File: src/rtl/bin2dec_pkg.sv
// Shared types and decode helper for the binary-to-decimal decoder.
// Latency: n/a (combinational function and constants only).
// Backpressure: n/a.
package bin2dec_pkg;

  localparam int BIN_W = 4;
  localparam int DEC_W = 10;
  localparam logic [BIN_W-1:0] MAX_DIGIT = 4'd9;

  // One buffered result: invalid flag on top, one-hot digit lines below.
  typedef struct packed {
    logic             err;
    logic [DEC_W-1:0] dec;
  } entry_t;

  // Codes 0..9 light exactly one digit line; 10..15 light none and raise err.
  function automatic entry_t decode_bin(input logic [BIN_W-1:0] code);
    entry_t e;
    e = '0;
    if (code <= MAX_DIGIT) begin
      e.dec = DEC_W'(1) << code;
    end else begin
      e.err = 1'b1;
    end
    return e;
  endfunction

endpackage

File: src/rtl/bin2dec_decoder_fifo2.sv
// Generic 2-entry first-word-fall-through buffer; head entry is presented directly.
// Latency: 1 cycle from push to out_valid when empty; push and pop may share an edge.
// Backpressure: in_ready drops when both entries are full or rst is high; no path from out_ready.
module dec_fifo2 #(
  parameter int W = 11
) (
  input  logic         clk,
  input  logic         rst,
  input  logic         in_valid,
  output logic         in_ready,
  input  logic [W-1:0] in_dat,
  output logic         out_valid,
  input  logic         out_ready,
  output logic [W-1:0] out_dat
);

  logic [W-1:0] r_mem [2];
  logic         r_wr_ptr;
  logic         r_rd_ptr;
  logic [1:0]   r_count;

  logic w_push;
  logic w_pop;

  // in_ready is a function of registered occupancy and rst only.
  assign in_ready  = (r_count != 2'd2) & ~rst;
  assign out_valid = (r_count != 2'd0);
  assign w_push    = in_valid & in_ready;
  assign w_pop     = out_valid & out_ready;

  // Gate the head so the data lines read zero whenever nothing is held.
  assign out_dat = out_valid ? r_mem[r_rd_ptr] : '0;

  // Storage, pointers and occupancy; reset discards everything held.
  always_ff @(posedge clk) begin
    if (rst) begin
      r_mem[0] <= '0;
      r_mem[1] <= '0;
      r_wr_ptr <= 1'b0;
      r_rd_ptr <= 1'b0;
      r_count  <= 2'd0;
    end else begin
      if (w_push) begin
        r_mem[r_wr_ptr] <= in_dat;
        r_wr_ptr        <= ~r_wr_ptr;
      end
      if (w_pop) begin
        r_rd_ptr <= ~r_rd_ptr;
      end
      case ({w_push, w_pop})
        2'b10:   r_count <= r_count + 2'd1;
        2'b01:   r_count <= r_count - 2'd1;
        default: r_count <= r_count;
      endcase
    end
  end

endmodule

File: src/rtl/bin2dec_decoder.sv
// Streaming 4-bit binary to one-hot decimal decoder with invalid-code counter.
// Latency: 1 cycle from accepted code to out_valid; 1 code/cycle sustained.
// Backpressure: 2-entry buffer absorbs a downstream stall of two codes, then in_ready drops.
module bin2dec_decoder
  import bin2dec_pkg::*;
#(
  parameter int ERR_CNT_W = 8
) (
  input  logic                 clk,
  input  logic                 rst,
  input  logic                 in_valid,
  output logic                 in_ready,
  input  logic [BIN_W-1:0]     in_bin,
  output logic                 out_valid,
  input  logic                 out_ready,
  output logic [DEC_W-1:0]     out_dec,
  output logic                 out_err,
  output logic [ERR_CNT_W-1:0] err_count
);

  entry_t               w_entry;
  entry_t               w_head;
  logic                 w_accept;
  logic [ERR_CNT_W-1:0] r_err_count;

  assign w_entry  = decode_bin(in_bin);
  assign w_accept = in_valid & in_ready;

  dec_fifo2 #(
    .W ($bits(entry_t))
  ) u_fifo (
    .clk       (clk),
    .rst       (rst),
    .in_valid  (in_valid),
    .in_ready  (in_ready),
    .in_dat    (w_entry),
    .out_valid (out_valid),
    .out_ready (out_ready),
    .out_dat   (w_head)
  );

  assign out_dec   = w_head.dec;
  assign out_err   = w_head.err;
  assign err_count = r_err_count;

  // Count accepted invalid codes, holding at all-ones instead of wrapping.
  always_ff @(posedge clk) begin
    if (rst) begin
      r_err_count <= '0;
    end else if (w_accept && w_entry.err && (r_err_count != '1)) begin
      r_err_count <= r_err_count + ERR_CNT_W'(1);
    end
  end

endmodule

File: config.mk
export PLATFORM = sky130hd
export DESIGN_NAME = bin2dec_decoder
export DESIGN_NICKNAME = d
export VERILOG_FILES = /design/src/rtl/bin2dec_pkg.sv /design/src/rtl/bin2dec_decoder_fifo2.sv /design/src/rtl/bin2dec_decoder.sv
export SDC_FILE = /design/constraint.sdc
export NUM_CORES = 1
export LEC_CHECK = 0
export CAP_MARGIN = 10
export CORE_ASPECT_RATIO = 0.7
export CORE_UTILIZATION = 53
export DETAILED_ROUTE_END_ITERATION = 8
export MAX_ROUTING_LAYER = met4
export PLACE_DENSITY = 0.76
export SLEW_MARGIN = 20
export SYNTH_ARGS = -nofsm -noshare
export SYNTH_HDL_FRONTEND = slang
export SYNTH_HIERARCHICAL = 1
export SYNTH_SLANG_ARGS = --single-unit
File: constraint.sdc
create_clock -name clk -period 2.03 [get_ports clk]
set_input_delay 0.406 -clock clk [delete_from_list [all_inputs] [get_ports clk]]
set_output_delay 0.406 -clock clk [all_outputs]
set_load 0.01 [all_outputs]
==> results by group <==
Finish
  – Filler cell count: 243
  – Ant. Diodes: 0
  – Fraction of layout cells with a size suffix above 1: 15.0%
  – Non-filler instance count after layout: 265
  – NumNets Final: 236
  – Util after Layout: 72.9%
  – Layout area overhead: 29.1%

Yosys
  – Share of the synthesized area in the top cell type: 36.7%
  – EDFF count, synth: 22
  – Syn Std Cell Area: 1800 sq um
  – Yosys top cell by area: edfxtp_1
  – Largest cells by area after synthesis: edfxtp_1, dfxtp_1, nor2_1, mux2i_1, nand2_1
  – Avg Inst Size Synth: 9.85 sq um
  – Cells after Synth: 183
  – Sequential area share after synthesis: 51.1%
  – Total number of yosys warnings: 6
  – Mapped Nets: 193
  – Primary FF master, synth: edfxtp_1
  – #FFs+latches synth: 35
  – Yosys cell types: 38
  – Share of flip-flops with an asynchronous set or reset: 0%

Clock tree
  – Max Buffers Root-to-Sink: 2
  – # hold bufs at CTS: 0
  – CTS H-tree lvls: 2
  – Clock Latency Late Sink: 290 ps
  – CTS Sinks: 35
  – TritonCTS clock tree: done
  – Clock buffer count from CTS: 5
  – Clock tree root buffer cell: clkbuf_8
  – Clock slew at reported path FFs: 70 ps
  – Post-CTS Setup Inserts: 0

Drt
  – WL final: 3830 um
  – Vias: 1458
  – DRC violations left: 0
  – Via density: 5.50
  – ANT nets after route: 0
  – Wirelength per Cell: 14.5 um
  – DRT iter0 DRCs: 81
  – Iteration count of the initial detailed-routing pass: 4

Flow run
  – Max cap viols: 0

Timing
  – Fmax: 507 MHz
  – Min Hold Slack: 503 ps
  – Setup Total Neg Slack: 0 ps
  – Max transition margin: 75.7%
  – Worst Tran Pin Value: 361 ps
  – Final Hold Vio Count: 0
  – Clock Skews: 4.39 ps
  – RSZ-0062 raised after global routing: no
  – Final Slew Violations: 0
  – Tcrit/Tclk final: 97.1%
  – Crit path time final: 1970 ps
  – Final setup fails: 0

Worst setup path
  – Critical-path top delay cell: clkdlybuf4s50_1
  – CP startpoint kind: flop
  – CP max FO: 6
  – CP cell instances: buf_6 > mux2i_1 > nor2_1 > clkdlybuf4s50_1
  – WP data required: 1620 ps
  – CP Capture Type: output pin
  – Crit path kind: reg2out
  – Worst Reg-to-Reg Cells: 7
  – Worst r2r src: u_fifo/r_count[1]
  – RR Endpoint: u_fifo/r_count[1]
  – Crit path DAT: 1570 ps
  – Reg2Reg Setup Slack: 130 ps
  – Slowest stage delay, CP: 550 ps

Global routing
  – Overall routing resource usage: 23.5%
  – First-pass GRT wire length: 6240 um
  – Vias in the first global route: 1422
  – Congestion Overflow GR: 0
  – Initial antenna violation count: 0
  – Largest net degree at the start of global routing: 15

Pwr
  – Power per Cell Area: 884 nW/um^2
  – Lkg Pwr: 0.844 nW
  – Max VDD drop: 0.638 mV

Floorplan
  – Core Area: 3190 sq um
  – Die ar.: 3640 sq um
  – Core Rows: 17
  – Initial Utilization: 56.5%
  – Die W: 71.7 um
  – Boundary pin count: 29
  – Die height: 50.8 um

Worst hold path
  – Worst Hold Path EP: err_count[1]
  – Worst min-delay path startpoint: err_count[1]
  – Hold Path Stages: 2
  – Hold WC Path Type: reg2reg

Placement
  – Placer Congestion: 0.803
  – I/O Buffers: 28
  – Placed cell count: 256
  – Final HPWL DP: 2670 um

Status
  – Outcome: completed
==> power by group <==
group / internal, mW / switching (mW) / total (mW)
clock network: 0.233 / 0.247 / 0.479
logic: 0.342 / 0.348 / 0.691
registers: 0.843 / 0.0441 / 0.887
==> registers in the layout, summed over array words and instances (netlist names), named ones only <==
register	cells
u_fifo/r_count	2
u_fifo/r_rd_ptr	1
err_count	8
u_fifo/r_wr_ptr	1
u_fifo/r_mem	22
==> metrics by stage <==
step	area [sq um]	setup WS, ps	total power, mW
after floorplan	1800	218	1.26
after global placement	2220	-94.7	1.52
after detailed placement	2220	-154	1.55
after CTS	2310	32.6	2.04
after global routing	2330	6.48	2.16
final	2330	58.1	2.06
==> area by class of cell <==
| class | instances | area (sq um) | share of cell area, % |
|---|---|---|---|
| sequential | 35 | 922 | 39.6 |
| multi-input combinational | 133 | 807 | 34.7 |
| timing repair buffer | 46 | 447 | 19.2 |
| clock buffer | 5 | 68.8 | 2.96 |
| tap | 38 | 47.5 | 2.04 |
| inverter | 5 | 18.8 | 0.807 |
| clock inverter | 3 | 15.0 | 0.646 |
==> cells by family after synthesis <==
group / Yosys count / synth area share (%)
AOI/OAI and AO/OA: 20 / 8.40
xor gates and xnor gates: 3 / 1.46
adders and majority gates: 2 / 1.39
buffers and inverters: 15 / 4.51
DFF: 35 / 51.1
muxes: 15 / 8.54
and+or+nand+nor: 93 / 24.6
==> what timing repair did <==
| item | 4_1_cts | 5_1_grt |
|---|---|---|
| setup endpoints to repair | 12 | 3 |
| resized for setup | 4 | 4 |
| pin swaps | 0 | 0 |
| gates cloned | 0 | 1 |
==> cell usage after synthesis, drive strengths merged, types with 2 or more instances <==
library cell	count
mux2i	12
nor3	7
nor2b	4
o2111a	2
ha	2
and3	3
edfxtp	22
nand2b	5
dfxtp	13
nand4	3
a211oi	2
or2b	2
buf	6
nor4	2
xor2	2
o21ai	3
a21oi	8
nor2	43
nand2	15
clkbuf	4
nand3	2
or3	4
inv	5
mux2	3
==> cell usage in the layout (no fill, tap or decap), drive strengths merged, types with 2 or more instances in the layout <==
master,instances
nand2b,5
nor3,7
nand3,2
inv,5
nand2,15
mux2i,12
mux2,3
nand4,3
clkbuf,5
a211oi,2
ha,2
a21oi,8
nor4,2
xor2,2
o21ai,3
edfxtp,22
or2b,2
clkinv,2
dfxtp,13
nor2b,4
o2111a,2
buf,18
nor2,43
clkdlybuf4s50,27
and3,3
or3,4
==> how the worst max path moves through the flow <==
stage,start,endpoint
global route,flop,out_dec[8]
CTS,flop,out_dec[8]
floorplan,rst,err_count[4]
global placement,in_valid,u_fifo/r_count[1]
finish,flop,out_dec[8]
detailed placement,in_valid,u_fifo/r_count[1]
==> worst max-delay path, delay by kind of cell, from the launching register on <==
kind	cells	cell delay, ps
and+or+nand+nor	1	120
muxes	1	120
DFF	1	340
buffers and inverters	2	690
==> metal layers <==
| metal | global-route usage, % | up-vias | wire, um | share of wire [%] |
|---|---|---|---|---|
| met5 | - | - | 0 | 0 |
| met1 | 27.1 | 688 | 1670 | 44 |
| li1 | - | 729 | - | - |
| met3 | 5.42 | 5 | 159 | 4.2 |
| met2 | 41.2 | 36 | 1970 | 51 |
| met4 | 6.86 | 0 | 36 | 0.94 |
Power figures use the tool's default switching activity.
